`src/rtl/tpu_pkg.sv`:
```
// Shared types and widths for the TPU MAC datapath.
//   MAC_A_W / MAC_C_W / MAC_DT_W : operand, accumulator and data-type widths
//   arb_state_e                  : MAC arbiter power/issue state
//   mac_op_t                     : one operand set as presented to the MAC
package tpu_pkg;

  localparam int unsigned MAC_A_W  = 16;
  localparam int unsigned MAC_C_W  = 32;
  localparam int unsigned MAC_DT_W = 3;

  typedef enum logic [1:0] {
    ARB_IDLE = 2'd0,
    ARB_WAKE = 2'd1,
    ARB_RUN  = 2'd2
  } arb_state_e;

  typedef struct packed {
    logic [MAC_DT_W-1:0] dt;
    logic [MAC_A_W-1:0]  a;
    logic [MAC_A_W-1:0]  b;
    logic [MAC_C_W-1:0]  c;
  } mac_op_t;

endpackage

```
`src/rtl/tpu_tag_fifo.sv`:
```
// In-order tag FIFO: remembers which requester issued each in-flight MAC op.
//   clk, rst      : clock, synchronous active-high reset
//   push, wdata   : enqueue a tag (ignored when full)
//   pop, rdata    : dequeue the head tag (ignored when empty); rdata is the head
//   count         : occupancy, 0..DEPTH
//   empty, full   : occupancy flags
module tpu_tag_fifo #(
  parameter int unsigned WIDTH = 2,
  parameter int unsigned DEPTH = 8
) (
  input  logic                       clk,
  input  logic                       rst,
  input  logic                       push,
  input  logic [WIDTH-1:0]           wdata,
  input  logic                       pop,
  output logic [WIDTH-1:0]           rdata,
  output logic [$clog2(DEPTH):0]     count,
  output logic                       empty,
  output logic                       full
);

  localparam int unsigned PTR_W = $clog2(DEPTH);
  localparam int unsigned CNT_W = $clog2(DEPTH) + 1;

  logic [WIDTH-1:0] mem [DEPTH];
  logic [PTR_W-1:0] wr_ptr_q;
  logic [PTR_W-1:0] rd_ptr_q;
  logic [CNT_W-1:0] count_q;
  logic             do_push;
  logic             do_pop;

  assign empty   = (count_q == '0);
  assign full    = (count_q == CNT_W'(DEPTH));
  assign count   = count_q;
  assign rdata   = mem[rd_ptr_q];
  assign do_push = push && !full;
  assign do_pop  = pop && !empty;

  // Storage needs no reset; only pointers and occupancy define validity.
  always_ff @(posedge clk) begin
    if (do_push) mem[wr_ptr_q] <= wdata;
  end

  // Pointers wrap naturally because DEPTH is a power of two.
  always_ff @(posedge clk) begin
    if (rst) begin
      wr_ptr_q <= '0;
      rd_ptr_q <= '0;
      count_q  <= '0;
    end else begin
      if (do_push) wr_ptr_q <= wr_ptr_q + PTR_W'(1);
      if (do_pop)  rd_ptr_q <= rd_ptr_q + PTR_W'(1);
      case ({do_push, do_pop})
        2'b10:   count_q <= count_q + CNT_W'(1);
        2'b01:   count_q <= count_q - CNT_W'(1);
        default: count_q <= count_q;
      endcase
    end
  end

endmodule

```
`src/rtl/tpu_mac_arbiter.sv`:
```
// Round-robin arbiter sharing one MAC unit between NUM_REQ requesters.
//   clk, rst                         : clock, synchronous active-high reset
//   req_valid/req_ready              : per-requester handshake (ready is one-hot, combinational)
//   req_data_type/req_a/req_b/req_c  : per-requester operand sets, concatenated by index
//   rsp_valid/rsp_result             : one-cycle response pulse routed to the issuing requester
//   mac_*                            : registered operands/enable to the MAC, result/ready from it
//   busy, outstanding, err_orphan    : status; err_orphan is sticky until reset
module tpu_mac_arbiter
  import tpu_pkg::*;
#(
  parameter int unsigned NUM_REQ      = 4,
  parameter int unsigned TAG_DEPTH    = 8,
  parameter int unsigned IDLE_TIMEOUT = 16
) (
  input  logic                          clk,
  input  logic                          rst,
  input  logic [NUM_REQ-1:0]            req_valid,
  output logic [NUM_REQ-1:0]            req_ready,
  input  logic [3*NUM_REQ-1:0]          req_data_type,
  input  logic [16*NUM_REQ-1:0]         req_a,
  input  logic [16*NUM_REQ-1:0]         req_b,
  input  logic [32*NUM_REQ-1:0]         req_c,
  output logic [NUM_REQ-1:0]            rsp_valid,
  output logic [31:0]                   rsp_result,
  output logic                          mac_enable,
  output logic [2:0]                    mac_data_type,
  output logic [15:0]                   mac_a,
  output logic [15:0]                   mac_b,
  output logic [31:0]                   mac_c,
  output logic                          mac_valid_in,
  input  logic [31:0]                   mac_result,
  input  logic                          mac_valid_out,
  input  logic                          mac_ready,
  output logic                          busy,
  output logic [$clog2(TAG_DEPTH):0]    outstanding,
  output logic                          err_orphan
);

  localparam int unsigned IDX_W  = $clog2(NUM_REQ);
  localparam int unsigned CNT_W  = $clog2(TAG_DEPTH) + 1;
  localparam int unsigned IDLE_W = $clog2(IDLE_TIMEOUT + 1);

  arb_state_e          state_q, state_d;
  logic [IDLE_W-1:0]   idle_cnt_q, idle_cnt_d;
  logic [IDX_W-1:0]    rr_ptr_q;
  mac_op_t             op_q;
  logic                mac_valid_in_q;
  logic [NUM_REQ-1:0]  rsp_valid_q;
  logic [MAC_C_W-1:0]  rsp_result_q;
  logic                err_orphan_q;

  mac_op_t             req_op_c [NUM_REQ];
  logic [NUM_REQ-1:0]  grant_c;
  logic [IDX_W-1:0]    grant_idx_c;
  logic [IDX_W-1:0]    cand_c;
  logic                found_c;
  logic                can_issue_c;
  logic                transfer_c;
  logic                idle_cycle_c;
  logic [NUM_REQ-1:0]  rsp_onehot_c;

  logic [IDX_W-1:0]    tag_head;
  logic [CNT_W-1:0]    fifo_count;
  logic                fifo_empty;
  logic                fifo_full;

  // Unpack the flat per-requester buses into operand structs.
  always_comb begin
    for (int i = 0; i < int'(NUM_REQ); i++) begin
      req_op_c[i] = '{dt: req_data_type[MAC_DT_W*i +: MAC_DT_W],
                      a:  req_a[MAC_A_W*i +: MAC_A_W],
                      b:  req_b[MAC_A_W*i +: MAC_A_W],
                      c:  req_c[MAC_C_W*i +: MAC_C_W]};
    end
  end

  // A full FIFO blocks issue even when a pop lands in the same cycle.
  assign can_issue_c = mac_ready && !fifo_full;

  // Round-robin pick: first valid requester after the last granted one.
  always_comb begin
    grant_c     = '0;
    grant_idx_c = rr_ptr_q;
    cand_c      = '0;
    found_c     = 1'b0;
    if (state_q == ARB_RUN && can_issue_c) begin
      for (int unsigned k = 1; k <= NUM_REQ; k++) begin
        cand_c = IDX_W'((32'(rr_ptr_q) + k) % NUM_REQ);
        if (!found_c && req_valid[cand_c]) begin
          found_c     = 1'b1;
          grant_idx_c = cand_c;
        end
      end
    end
    if (found_c) grant_c[grant_idx_c] = 1'b1;
  end

  assign transfer_c   = |grant_c;
  assign idle_cycle_c = !(|req_valid) && (fifo_count == '0);

  // Next state and idle countdown; the counter only runs in RUN.
  always_comb begin
    state_d    = state_q;
    idle_cnt_d = '0;
    case (state_q)
      ARB_IDLE: if (|req_valid) state_d = ARB_WAKE;
      ARB_WAKE: state_d = ARB_RUN;
      ARB_RUN: begin
        if (idle_cycle_c) begin
          if (idle_cnt_q == IDLE_W'(IDLE_TIMEOUT - 1)) state_d = ARB_IDLE;
          else idle_cnt_d = idle_cnt_q + IDLE_W'(1);
        end
      end
      default: state_d = ARB_IDLE;
    endcase
  end

  always_ff @(posedge clk) begin
    if (rst) begin
      state_q    <= ARB_IDLE;
      idle_cnt_q <= '0;
    end else begin
      state_q    <= state_d;
      idle_cnt_q <= idle_cnt_d;
    end
  end

  always_comb begin
    rsp_onehot_c           = '0;
    rsp_onehot_c[tag_head] = 1'b1;
  end

  // Issue registers, RR pointer and response steering.
  always_ff @(posedge clk) begin
    if (rst) begin
      rr_ptr_q       <= IDX_W'(NUM_REQ - 1);
      op_q           <= '0;
      mac_valid_in_q <= 1'b0;
      rsp_valid_q    <= '0;
      rsp_result_q   <= '0;
      err_orphan_q   <= 1'b0;
    end else begin
      mac_valid_in_q <= transfer_c;
      if (transfer_c) begin
        op_q     <= req_op_c[grant_idx_c];
        rr_ptr_q <= grant_idx_c;
      end
      rsp_valid_q <= '0;
      if (mac_valid_out) begin
        if (fifo_empty) begin
          err_orphan_q <= 1'b1;
        end else begin
          rsp_valid_q  <= rsp_onehot_c;
          rsp_result_q <= mac_result;
        end
      end
    end
  end

  tpu_tag_fifo #(
    .WIDTH (IDX_W),
    .DEPTH (TAG_DEPTH)
  ) u_tag_fifo (
    .clk   (clk),
    .rst   (rst),
    .push  (transfer_c),
    .wdata (grant_idx_c),
    .pop   (mac_valid_out),
    .rdata (tag_head),
    .count (fifo_count),
    .empty (fifo_empty),
    .full  (fifo_full)
  );

  assign req_ready     = grant_c;
  assign rsp_valid     = rsp_valid_q;
  assign rsp_result    = rsp_result_q;
  assign mac_enable    = (state_q != ARB_IDLE);
  assign mac_data_type = op_q.dt;
  assign mac_a         = op_q.a;
  assign mac_b         = op_q.b;
  assign mac_c         = op_q.c;
  assign mac_valid_in  = mac_valid_in_q;
  assign busy          = (state_q != ARB_IDLE) || (fifo_count != '0);
  assign outstanding   = fifo_count;
  assign err_orphan    = err_orphan_q;

endmodule

```
`config.mk`:
```
export PLATFORM = sky130hd
export DESIGN_NAME = tpu_mac_arbiter
export DESIGN_NICKNAME = d
export VERILOG_FILES = /design/src/rtl/tpu_pkg.sv /design/src/rtl/tpu_tag_fifo.sv /design/src/rtl/tpu_mac_arbiter.sv
export SDC_FILE = /design/constraint.sdc
export NUM_CORES = 1
export LEC_CHECK = 0
export ABC_AREA = 1
export BUFFER_PORTS_ARGS = -buffer_cell sky130_fd_sc_hd__buf_2
export CORE_AREA = 2 2 164 166
export DETAILED_ROUTE_END_ITERATION = 16
export DIE_AREA = 0 0 166 168
export MAX_ROUTING_LAYER = met4
export PLACE_DENSITY = 0.7
export REMOVE_ABC_BUFFERS = 1
export SYNTH_ARGS = -nofsm -noshare
export SYNTH_HDL_FRONTEND = slang
export SYNTH_SLANG_ARGS = --single-unit
```
`constraint.sdc`:
```
create_clock -name clk -period 2.4 [get_ports clk]
set_input_delay 0.48 -clock clk [delete_from_list [all_inputs] [get_ports clk]]
set_output_delay 0.48 -clock clk [all_outputs]
set_load 0.02 [all_outputs]
```
==> impl_results.md <==
* Period utilisation layout at 108%
* Warning count from the yosys run at 0
* Total GRT Usage at 22.4%
* Worst path cell trace: buf_6 > nand2_4 > nand2_4 > nand2_4 > nand2_4 > nand2_2 > nand2_2 > nand2_4 > nand3_4 > nand2_8 > buf_12 > nor3_4 > buf_6
* Register area share after synthesis at 35.3%
* Tightest Pin Transition at 0.669 ns
* 1st-pass router iterations at 7
* Worst-path maximum fanout at 7
* Hold depth at 3
* Mapped Area at 0.00857 mm2
* Routed Antenna Nets at 0
* Ports at 423
* Core area at 0.0264 mm2
* Final Util at 46.3%
* Minimum clock period at 2.59 ns
* DRT iter0 DRCs at 720
* Dpl cell area at 0.0112 mm2
* Finished layout cell area at 0.0122 mm2
* Finished Layout Cells at 2130
* Final setup margin at -0.192 ns
* Sequential power share at 32.4%
* Relative slew slack at 55.4%
* Setup CP Type: reg -> out
* H-tree Lvls at 4
* Initial antenna violation count at 2
* Post-synth EDFFs at 16
* CP top delay family: simple AND/OR/NAND/NOR gates
* Hold_ws at 0.312 ns
* Starting density of the core at 32.5%
* Power Density at 765 mW/mm2
* Async set or reset register ratio after synthesis at 0%
* Crit start category: flip-flop
* First-pass GRT wire length at 49.5 mm
* R2r endpoint: mac_a[10]$_SDFFE_PP0N_
* Fin. max-slew vios at 0
* Cell Rows at 60
* Status: complete, but fails checks
* RSZ-0062 raised after global routing: true
* Routed wire length at 32.2 mm
* Wire per inst at 15.1 um
* Clk Latency, worst-skew pair at 0.42 ns
* Pin count of the biggest net entering global routing at 69
* Die Y at 168 um
* Post-synth top area share at 29.7%
* Pwr Total at 9330 uW
* Critical Path RT at 1.92 ns
* Slowest stage delay, CP at 0.41 ns
* PortBufs at 422
* Residual DRC count at 0
* CTS tree: built
* Hold Vio Cnt, Final at 0
* Placed cells at 2081
* Depth of the worst register-to-register path at 18
* FF-to-FF setup slack at 0.11 ns
* Max-Cap Viols at 0
* Post-detail-place hpwl at 22.4 mm
* Max clock buf depth at 2
* DR vias at 10500
* Signal arrival time at the worst endpoint at 2.11 ns
* Worst Hold Class: in -> reg
* Chip width at 166 um
* Post-Syn Instances at 1371
* Clock power frac at 28.6%
* Count leader, synth: nand3_1
* Crit path from: rr_ptr_q[0]$_SDFFE_PP1N_
* Slowest CP cell: dfxtp_4
* Die area at 0.0279 mm2
* Commonest cells post-synth: 352 x nand3_1, 237 x nor2_1, 200 x nand2_1, 164 x inv_1, 127 x dfxtp_1
* Buffers and inverters on the worst path at 3
* Peak Freq at 386 MHz
* CTS Buf Count at 17
* Syn_area_per_cell at 6.25 um2
* Failing checks: setup timing
* Reg2reg start: rr_ptr_q[0]$_SDFFE_PP1N_
* Root buf cell: clkbuf_16
* Sink Count at 143
* Yosys cell types at 28
* #FFs+latches synth at 143
* CP endpoint kind: output port
* Layout area overhead at 42.3%
* VDD IR max at 0.000594 V
* Logic pwr share at 39.0%
* Synth top area cells: dfxtp_1 30%, nand3_1 21%, nor2_1 10%, nand2_1 8.8%, inv_1 7.2%
* CP most frequent cell: nand2_4
* Share of cells above drive strength 1 at 32.1%
* P_int at 5650 uW
* Hold path endpoint: rsp_result[12]$_SDFFE_PP0P_
* Switching Power at 3690 uW
* Clk slew on worst S/H paths at 0.07 ns
* Vias in the first global route at 9670
* Nets at 2089
* Grt total ovfl at 0
* Switch share at 39.5%
* HP Start: mac_result[12]
* Drt via density at 4.94
* Synth area leader: dfxtp_1
* GPL Wtd Cong at 0.878
* Worst Clk Skew at 0.0151 ns
* Setup-failing EPs final at 4
* Main synth FF type: dfxtp_1
* P_leak at 0.00659 uW
layout make-up:
type,count,area [um2]
diodes,3,7.51
flip-flops and latches,143,3030
well taps,341,427
multi-input cells,956,4610
fillers,2738,14200
clock buffers,19,464
clock inverters,13,114
inverters,170,654
repair buffers,485,2890
metrics by stage:
step / setup slack, ns / setup TNS (ns)
after floorplan: -4.19 / -305.54
after global placement: -0.127 / -0.216
after detailed placement: -0.181 / -0.266
after CTS: -0.177 / -0.662
after global routing: -0.298 / -1.12
final: -0.192 / -0.684
timing repair:
item	CTS	global route
setup buffers	10	2
hold endpoints to repair	0	0
cloned	0	3
gates resized for setup	45	25
hold buffers	0	0
pin swaps	12	6
endpoints found under the setup margin	4	28
state kept, by name, summed over array words and instances (netlist names), 3 cells and up, named ones only:
name                 flops
u_tag_fifo.wr_ptr_q      3
idle_cnt_q               5
u_tag_fifo.count         4
mac_data_type            3
mac_c                   32
mac_b                   16
rsp_result              32
u_tag_fifo.mem          16
rsp_valid                4
mac_a                   16
u_tag_fifo.rd_ptr_q      3
power by group through the flow:
stage | combinational, uW | sequential, uW | clock (uW)
after floorplan | 1670 | 3470 | 0
after global placement | 3380 | 3040 | 0
after detailed placement | 3420 | 3060 | 0
after CTS | 3510 | 3010 | 2750
after global routing | 4040 | 3070 | 2850
final | 3640 | 3020 | 2670
placed cells by master (no fill, tap or decap), types with 16 or more instances in the layout:
| cell | instances |
|---|---|
| edfxtp_1 | 16 |
| o21ai_0 | 117 |
| nor2_1 | 234 |
| inv_1 | 162 |
| dfxtp_1 | 124 |
| clkbuf_16 | 21 |
| nand2_1 | 186 |
| buf_2 | 418 |
| nand3_1 | 345 |
| buf_4 | 40 |
how the worst max path moves through the flow:
| stage | to | slack (ns) | depth (start not counted) |
|---|---|---|---|
| 2_1_floorplan | u_tag_fifo.count[3]$_SDFFE_PP0P_ | -4.19 | 17 |
| 3_3_place_gp | u_tag_fifo.count[3]$_SDFFE_PP0P_ | -0.13 | 15 |
| 4_1_cts | req_ready[3] | -0.18 | 13 |
| 6_report | req_ready[0] | -0.19 | 13 |
| 5_1_grt | req_ready[0] | -0.30 | 12 |
| 3_5_place_dp | u_tag_fifo.count[3]$_SDFFE_PP0P_ | -0.18 | 15 |
logic make-up (layout without fill, tap and decap cells):
logic type,after synthesis,in the layout,share of synthesized area [%]
DFF,143,143,35.3
buffers and inverters,272,687,13.6
xor gates and xnor gates,2,2,0.204
adders and majority gates,8,8,1.26
AOI/OAI and AO/OA,132,132,7.79
other,0,3,0
and+or+nand+nor,814,814,41.9
worst reg2reg max path: stages (launching register included):
cell	delay (ns)
dfxtp_4	0.41
buf_6	0.13
nand2_4	0.06
nand2_4	0.08
nand2_4	0.07
nand2_4	0.11
nand2_2	0.06
nand2_2	0.08
nand2_4	0.05
nand3_4	0.10
buf_4	0.12
buf_4	0.11
buf_6	0.22
buf_4	0.19
nand3_1	0.06
nand3_1	0.09
nand2_1	0.05
nor2_1	0.12
nor2_1	0.05
metal layers:
metal	part of all wire (%)	GRT usage [%]	vias to the layer above
li1	-	-	5217
met4	3.1	8.39	0
met2	48	37.4	461
met5	0	-	-
met3	7.1	3.90	69
met1	42	27.2	4778
No activity file was read; power rests on OpenSTA's default activity.
